**src/rtl/dmul_sched_pkg.sv**
```systemverilog
// Shared types and defaults for the two-requester stochastic multiplier scheduler.
package dmul_sched_pkg;

  localparam int DATAWD_DEF = 8;
  localparam int WINDOW_DEF = 255;
  localparam int CNTWD_DEF  = 16;

  typedef enum logic [2:0] {
    IDLE = 3'd0,
    LOAD = 3'd1,
    RUN  = 3'd2,
    CAPT = 3'd3,
    RESP = 3'd4
  } state_t;

  typedef logic req_id_t;

endpackage

```
**src/rtl/rr_arb2.sv**
```systemverilog
// Two-input round-robin arbiter: combinational grant; the pointer is owned by the parent.
module rr_arb2
  import dmul_sched_pkg::*;
(
  input  logic [1:0] i_valid,
  input  req_id_t    i_ptr,
  output logic       o_any,
  output req_id_t    o_gnt
);

  always_comb begin
    o_any = |i_valid;
    // With a single requester the grant simply follows it; the pointer only breaks ties.
    if (&i_valid) begin
      o_gnt = i_ptr;
    end else begin
      o_gnt = i_valid[1];
    end
  end

endmodule

```
**src/rtl/dmul_sched_rr.sv**
```systemverilog
// Round-robin scheduler sharing one unipolar stochastic multiplier between two requesters.
// Defining DMUL_SCHED_PERF_EN adds per-requester completed-job counters job_cnt0/job_cnt1.
module dmul_sched_rr
  import dmul_sched_pkg::*;
#(
  parameter int DATAWD = DATAWD_DEF,
  parameter int WINDOW = WINDOW_DEF,
  parameter int CNTWD  = CNTWD_DEF
) (
  input  logic                clk,
  input  logic                rst,
  input  logic                req0_valid,
  output logic                req0_ready,
  input  logic [DATAWD-1:0]   req0_a,
  input  logic [DATAWD-1:0]   req0_b,
  input  logic                req1_valid,
  output logic                req1_ready,
  input  logic [DATAWD-1:0]   req1_a,
  input  logic [DATAWD-1:0]   req1_b,
  output logic [DATAWD-1:0]   mul_iA,
  output logic [DATAWD-1:0]   mul_iB,
  output logic                mul_loadA,
  output logic                mul_loadB,
  input  logic [2*DATAWD-1:0] mul_oC,
  output logic                resp_valid,
  input  logic                resp_ready,
  output logic                resp_id,
  output logic [2*DATAWD-1:0] resp_data,
  output logic                busy
`ifdef DMUL_SCHED_PERF_EN
  ,
  output logic [15:0]         job_cnt0,
  output logic [15:0]         job_cnt1
`endif
);

  localparam logic [CNTWD-1:0] LP_LAST = CNTWD'(WINDOW - 1);

  state_t              r_state;
  req_id_t             r_rr_ptr;
  req_id_t             r_id_q;
  req_id_t             r_resp_id;
  logic [DATAWD-1:0]   r_op_a;
  logic [DATAWD-1:0]   r_op_b;
  logic [CNTWD-1:0]    r_cnt;
  logic [2*DATAWD-1:0] r_resp_data;

  logic    w_any;
  req_id_t w_gnt;
  logic    w_idle;
  logic    w_resp_hs;

  rr_arb2 u_arb (
    .i_valid ({req1_valid, req0_valid}),
    .i_ptr   (r_rr_ptr),
    .o_any   (w_any),
    .o_gnt   (w_gnt)
  );

  assign w_idle     = (r_state == IDLE) && !rst;
  assign w_resp_hs  = (r_state == RESP) && resp_ready;
  assign req0_ready = w_idle && w_any && (w_gnt == 1'b0);
  assign req1_ready = w_idle && w_any && (w_gnt == 1'b1);

  // Operand registers double as the multiplier inputs, so they hold the last issued job.
  assign mul_iA     = r_op_a;
  assign mul_iB     = r_op_b;
  assign mul_loadA  = (r_state == LOAD);
  assign mul_loadB  = (r_state == LOAD);
  assign resp_valid = (r_state == RESP);
  assign resp_id    = r_resp_id;
  assign resp_data  = r_resp_data;
  assign busy       = (r_state != IDLE);

  always_ff @(posedge clk) begin
    if (rst) begin
      r_state     <= IDLE;
      r_rr_ptr    <= 1'b0;
      r_id_q      <= 1'b0;
      r_resp_id   <= 1'b0;
      r_op_a      <= '0;
      r_op_b      <= '0;
      r_cnt       <= '0;
      r_resp_data <= '0;
    end else begin
      case (r_state)
        IDLE: begin
          if (w_any) begin
            r_op_a  <= w_gnt ? req1_a : req0_a;
            r_op_b  <= w_gnt ? req1_b : req0_b;
            r_id_q  <= w_gnt;
            r_state <= LOAD;
          end
        end
        LOAD: begin
          r_cnt   <= '0;
          r_state <= RUN;
        end
        RUN: begin
          if (r_cnt == LP_LAST) begin
            r_state <= CAPT;
          end else begin
            r_cnt <= r_cnt + CNTWD'(1);
          end
        end
        CAPT: begin
          // The count seen here already holds exactly WINDOW accumulations.
          r_resp_data <= mul_oC;
          r_resp_id   <= r_id_q;
          r_rr_ptr    <= ~r_id_q;
          r_state     <= RESP;
        end
        RESP: begin
          if (w_resp_hs) begin
            r_state <= IDLE;
          end
        end
        default: r_state <= IDLE;
      endcase
    end
  end

`ifdef DMUL_SCHED_PERF_EN
  logic [15:0] r_job_cnt0;
  logic [15:0] r_job_cnt1;

  always_ff @(posedge clk) begin
    if (rst) begin
      r_job_cnt0 <= '0;
      r_job_cnt1 <= '0;
    end else if (w_resp_hs) begin
      if (r_resp_id) begin
        r_job_cnt1 <= r_job_cnt1 + 16'd1;
      end else begin
        r_job_cnt0 <= r_job_cnt0 + 16'd1;
      end
    end
  end

  assign job_cnt0 = r_job_cnt0;
  assign job_cnt1 = r_job_cnt1;
`endif

endmodule

```
**config.mk**
```make
export PLATFORM = sky130hd
export DESIGN_NAME = dmul_sched_rr
export DESIGN_NICKNAME = d
export VERILOG_FILES = /design/src/rtl/dmul_sched_pkg.sv /design/src/rtl/rr_arb2.sv /design/src/rtl/dmul_sched_rr.sv
export SDC_FILE = /design/constraint.sdc
export NUM_CORES = 1
export LEC_CHECK = 0
export BUFFER_PORTS_ARGS = -buffer_cell sky130_fd_sc_hd__buf_2
export CAP_MARGIN = 20
export CORE_MARGIN = 4
export CORE_UTILIZATION = 51
export CTS_BUF_LIST = sky130_fd_sc_hd__clkbuf_8
export CTS_CLUSTER_SIZE = 40
export DETAILED_ROUTE_END_ITERATION = 10
export PLACE_DENSITY = 0.82
export SETUP_SLACK_MARGIN = 0.2
export SLEW_MARGIN = 20
export SYNTH_ARGS = -nofsm -noshare
export SYNTH_HDL_FRONTEND = slang
export SYNTH_SLANG_ARGS = --single-unit
export TNS_END_PERCENT = 20
```
**constraint.sdc**
```tcl
create_clock -name clk -period 2.1 [get_ports clk]
set_input_delay 0.42 -clock clk [delete_from_list [all_inputs] [get_ports clk]]
set_output_delay 0.42 -clock clk [all_outputs]
set_load 0.005 [all_outputs]
```
# Yosys cells after proc, flatten, opt, wreduce, memory -nomap -nowiden

Index checks and enable logic that the tools add are counted.

Muxes and demuxes: 9
Equality and inequality tests: 9
Reduce and logical (&&, ||, !) cells: 14
Add/sub/neg operators: 1
Bitwise gates (word level): 2

Operator list:

| cell                                                                    | count |
|---|---|
| 16-bit case mux with 2 select lines                                     | 1 |
| 16-bit by 1-bit adder with 16-bit output (second input constant)        | 1 |
| 16-bit by 8-bit equality test with 1-bit output (second input constant) | 1 |
| 16-bit two-way mux                                                      | 1 |
| 8-bit two-way mux                                                       | 2 |
| 3-bit case mux with 5 select lines                                      | 1 |
| 3-bit two-way mux                                                       | 3 |
| 3-bit by 2-bit equality test with 1-bit output (second input constant)  | 2 |
| 2-bit != test (second input constant)                                   | 3 |
| 2-bit AND reduction                                                     | 3 |
| 1-bit logical AND                                                       | 5 |
| 3-bit by 1-bit equality test with 1-bit output (second input constant)  | 1 |
| 3-bit equality test (second input constant)                             | 1 |
| 3-bit zero test                                                         | 1 |
| 3-bit AND reduction                                                     | 1 |
| 3-bit nonzero test                                                      | 1 |
| 2-bit by 1-bit != test with 1-bit output (second input constant)        | 1 |
| 1-bit inverter                                                          | 2 |
| 2-bit nonzero test                                                      | 1 |
| 2-bit OR reduction                                                      | 1 |
| 1-bit zero test                                                         | 1 |
| 1-bit two-way mux                                                       | 1 |

Output and inout port bits: 39
Bits in registers: 54
Word-level logic and storage cells: 43

# Longest topological paths before layout

Word-level depth: 4
Mapped depth: 7
Gate-level depth less buffers: 6

# Modules after synthesis

A second synthesis with hierarchy kept.

Cell total of the unflattened synthesis: 308
Area total of the unflattened synthesis: 2,637.5 µm²

Modules (own cells, without submodules):

| module        | area an instance (µm²) | instances | sequential area each (µm²) | cells an instance |
|---|---|---|---|---|
| dmul_sched_rr | 2,620.0                | 1         | 1,081.0                    | 305 |
| rr_arb2       | 17.5                   | 1         | 0.0                        | 3 |

# Worst setup path before layout

Ideal clock, no wire load.

Path kind: register to output
Start point: reg r_state[1]
End point: out req0_ready
Path buffers: 3
Stages on the path, launching flop included: 7
Path slack: 237 ps
Arrival: 1,443 ps
Cells stage by stage: dfxtp_1 > buf_2 > or3_1 > buf_2 > nor2_4 > buf_2 > and3_1

Longest elaborated chain between the ends: 4

RTL lines:

| what                            | RTL line            | RTL |
|---|---|---|
| start, declared                 | dmul_sched_rr.sv:39 | `state_t r_state;` |
| start signal, assigned          | dmul_sched_rr.sv:77 | `r_state <= IDLE;` |
| start signal, assigned          | dmul_sched_rr.sv:92 | `r_state <= LOAD;` |
| start signal, assigned          | dmul_sched_rr.sv:97 | `r_state <= RUN;` |
| 3-bit zero test                 | dmul_sched_rr.sv:60 | `assign w_idle = (r_state == IDLE) && !rst;` |
| 1-bit logical AND               | dmul_sched_rr.sv:60 |  |
| 1-bit logical AND (2 in series) | dmul_sched_rr.sv:62 | `assign req0_ready = w_idle && w_any && (w_gnt == 1'b0);` |
| end, declared                   | dmul_sched_rr.sv:13 | `output logic req0_ready,` |

Every way passes these cells.

# Worst setup path in the final report

Start point: reg r_cnt[0]
End point: reg r_cnt[9]

Longest elaborated chain between the ends: 3

RTL lines:

| what                                                                                                        | RTL line                                   | RTL |
|---|---|---|
| start, declared                                                                                             | dmul_sched_rr.sv:45                        | `logic [CNTWD-1:0] r_cnt;` |
| start signal, assigned                                                                                      | dmul_sched_rr.sv:103                       | `r_cnt <= r_cnt + CNTWD'(1);` |
| 16-bit by 1-bit adder with 16-bit output or 16-bit by 8-bit equality test with 1-bit output (tied branches) | dmul_sched_rr.sv:103, dmul_sched_rr.sv:100 |  |
| 16-bit two-way mux or 2-bit != test (tied branches)                                                         | n/a                                        |  |
| 16-bit case mux with 2 select lines or 2-bit AND reduction (tied branches)                                  | n/a                                        |  |

Several ways; a longest one is shown, not always the timed one. The select of a mux whose other input is x is not followed.
A chain may end at the register's enable or synchronous reset.

==> metrics.csv <==
metric;value;unit
powerDensity;779;nW/um2
dieWidth;78.3;um
die_area;6130;um2
hold_ws;0.331;ns
synth_top_flop_cell;dfxtp_1;
synthCells;297;
finClkSkew;0.00515;ns
placed_cells;442;
arrival;2.16;ns
cpPeakStageDelay;0.48;ns
port_buffers;91;
outcome;completed;
fill_cells;408;
viasPerCell;5.41;
seq_area_frac_synth;42.9;%
synth-seq-cells;54;
first_pass_iters;5;
grt_start_max_net_pins;28;
placed_area;3030;um2
layout.nets;442;
slowest_stage;or4_1;
rows;25;
numCtsBuffers;5;
cts_sinks;54;
cp-end-kind;flip-flop;
die_y;78.3;um
clk-insertion-delay-late;0.31;ns
n_antenna_cell;0;
crit_chain;inv_1 > ha_1 > and3b_1 > and4_2 > or4_1 > a21boi_0;
start_util;53.0;%
drive_above_1_share;34.8;%
hp-class;input pin to flip-flop;
cts_tree;built;
final_cells;455;
relSlewSlack;58.9;%
syn_area_per_cell;8.48;um2
grt_remaining_overflow;0;
drv_slew;0;
critPathLaunchType;flip-flop;
worstPathMaxFanout;11;
grt.total_usage;20.9;%
required;2.34;ns
finalSetupTns;0;ns
rsz0062_at_grt;yes;
core;4750;um2
async_flop_share;0;%
synth_cell_types;45;
via_count;2463;
place_hpwl;4570;um
worst_pin_slew;0.617;ns
antenna_found_initial;0;
ir_worst_vdd;0.416;mV
syn_nets;352;
ant_nets;0;
area_growth_syn_to_layout;26.6;%
timing.final.crit_share;91.4;%
gp_congestion;0.863;
cts_root_buf;clkbuf_8;
drv_cap;0;
p_leak;1.40;nW
drc;0;
grt_pass1_vias;2326;
clk_pin_slew;0.10;ns
h-tree-depth;2;
clk_path_buf_depth;2;
routed_wl;6370;um
synth_warnings;0;
wl_per_cell;14.0;um
clock.fmax;0.521;GHz
pin_count;92;
total_power;2.49;mW
synth_edf_count;0;
finalSetupViolCount;0;
final_area;3190;um2
grt_pass1_wl;10400;um
path_class;flip-flop to flip-flop;
synth.cell_area;2520;um2
period_minus_slack;1.92;ns
hold_viol;0;
drt_iter0_drc;248;
==> layer usage <==
metal  global-route usage (%)  wire length, um  up-vias
li1                         -                -     1247
met5                        0                0        -
met1                     24.7             2640     1103
met2                     35.4             3040      104
met3                     7.45              599        9
met4                     6.29               85        0
==> report_power, final <==
part | internal [mW] | switching, mW | leakage (nW)
combinational | 0.309 | 0.373 | 0.912
clock | 0.236 | 0.356 | 0.0483
sequential | 1.14 | 0.0741 | 0.443
total | 1.68 | 0.803 | 1.40
==> path summary, 6_finish.rpt <==
| path | startpoint | endpoint | slack [ns] | depth (start not counted) |
|---|---|---|---|---|
| min reg2reg | resp_data[11] | resp_data[11] | 0.46 | 2 |
| max | r_cnt[0] | r_cnt[9] | 0.18 | 6 |
| min | mul_oC[5] | resp_data[5] | 0.33 | 3 |
| max reg2reg | r_cnt[0] | r_cnt[9] | 0.18 | 6 |
==> state kept, by name, summed over array words and instances (netlist names) <==
register / flops
r_cnt: 16
resp_data: 16
mul_iA: 8
mul_iB: 8
r_state: 3
r_id_q: 1
r_rr_ptr: 1
resp_id: 1
==> critical path: cells and delay by family (launching register included) <==
family / cells / cell delay, ns
DFF: 1 / 0.43
adders and majority gates: 1 / 0.20
and+or+nand+nor: 3 / 0.96
buffers and inverters: 1 / 0.10
AOI/OAI and AO/OA: 1 / 0.16
==> placed cells by master (no fill, tap or decap), types with 2 or more instances in the layout <==
master / instances
clkbuf_8: 5
a21boi_0: 3
nor2_1: 22
mux2i_1: 16
or4_4: 2
o21ai_2: 2
nand3b_1: 2
nand2_1: 44
nor3_1: 5
and3_1: 4
a31oi_1: 9
or4_1: 2
inv_1: 7
dfxtp_1: 50
nand3_1: 6
or3_2: 2
dfxtp_4: 2
nand4_1: 6
ha_1: 2
a211oi_1: 22
o21ai_0: 8
and4_2: 2
o211ai_1: 2
nor4_1: 2
o31ai_1: 3
buf_2: 91
clkinv_2: 2
nor3b_1: 2
dfxtp_2: 2
buf_4: 14
a21oi_1: 25
nand2b_1: 3
and3b_1: 2
==> what timing repair did <==
action | in CTS | in global routing
setup buffers | 5 | 0
cloned | 0 | 0
pin swaps | 3 | 0
endpoints found under the setup margin | 15 | 15
hold buffers | 0 | 0
resized for setup | 10 | 1
==> kinds of logic (layout without fill, tap and decap cells) <==
| logic type | Yosys count | count (layout) | synth area share, % |
|---|---|---|---|
| AOI/OAI and AO/OA | 78 | 78 | 19.8 |
| xor gates and xnor gates | 1 | 1 | 0.348 |
| adders and majority gates | 2 | 2 | 0.993 |
| buffers and inverters | 30 | 121 | 5.06 |
| DFF | 54 | 54 | 42.9 |
| muxes | 17 | 17 | 6.80 |
| and+or+nand+nor | 115 | 115 | 24.1 |
==> cell usage after synthesis, types with 2 or more instances <==
| library cell | n | share of area (%) |
|---|---|---|
| clkbuf_1 | 12 | 1.8 |
| or3_2 | 2 | 0.60 |
| and3b_1 | 2 | 0.70 |
| nor4_1 | 3 | 0.74 |
| a21oi_1 | 25 | 5.0 |
| or4_4 | 2 | 0.89 |
| mux2i_1 | 16 | 6.4 |
| nor3_1 | 5 | 0.99 |
| inv_1 | 8 | 1.2 |
| a211oi_1 | 22 | 6.6 |
| o21ai_0 | 9 | 1.8 |
| nand2b_1 | 3 | 0.74 |
| nand2_1 | 44 | 6.6 |
| nand3b_1 | 2 | 0.60 |
| o211ai_1 | 2 | 0.60 |
| nand4_1 | 6 | 1.5 |
| buf_2 | 8 | 1.6 |
| ha_1 | 2 | 0.99 |
| o31ai_1 | 3 | 0.89 |
| and3_1 | 4 | 0.99 |
| a21boi_0 | 3 | 0.89 |
| dfxtp_1 | 54 | 43 |
| nand3_1 | 6 | 1.2 |
| nor3b_1 | 2 | 0.60 |
| nor2_1 | 22 | 3.3 |
| or3_1 | 2 | 0.50 |
| or4_1 | 2 | 0.60 |
| a31oi_1 | 9 | 2.2 |
==> final cells by class <==
cell class                      count  area, um2  area share [%]
Clock buffer                        5       68.8            2.16
Clock inverter                      3       18.8           0.588
Inverter                            8       30.0           0.942
Sequential cell                    54       1090            34.2
Multi-Input combinational cell    213       1340            41.9
Tap cell                           67       83.8            2.63
Timing Repair Buffer              105        561            17.6
==> per-stage QoR <==
step | util [%] | setup WS (ns)
2_1_floorplan | - | 0.237
3_3_place_gp | 63.8 | 0.220
4_1_cts | 67.1 | 0.175
3_5_place_dp | 63.8 | 0.171
6_report | 67.1 | 0.180
5_1_grt | 67.1 | 0.0770
(Power assumes the default switching activity.)
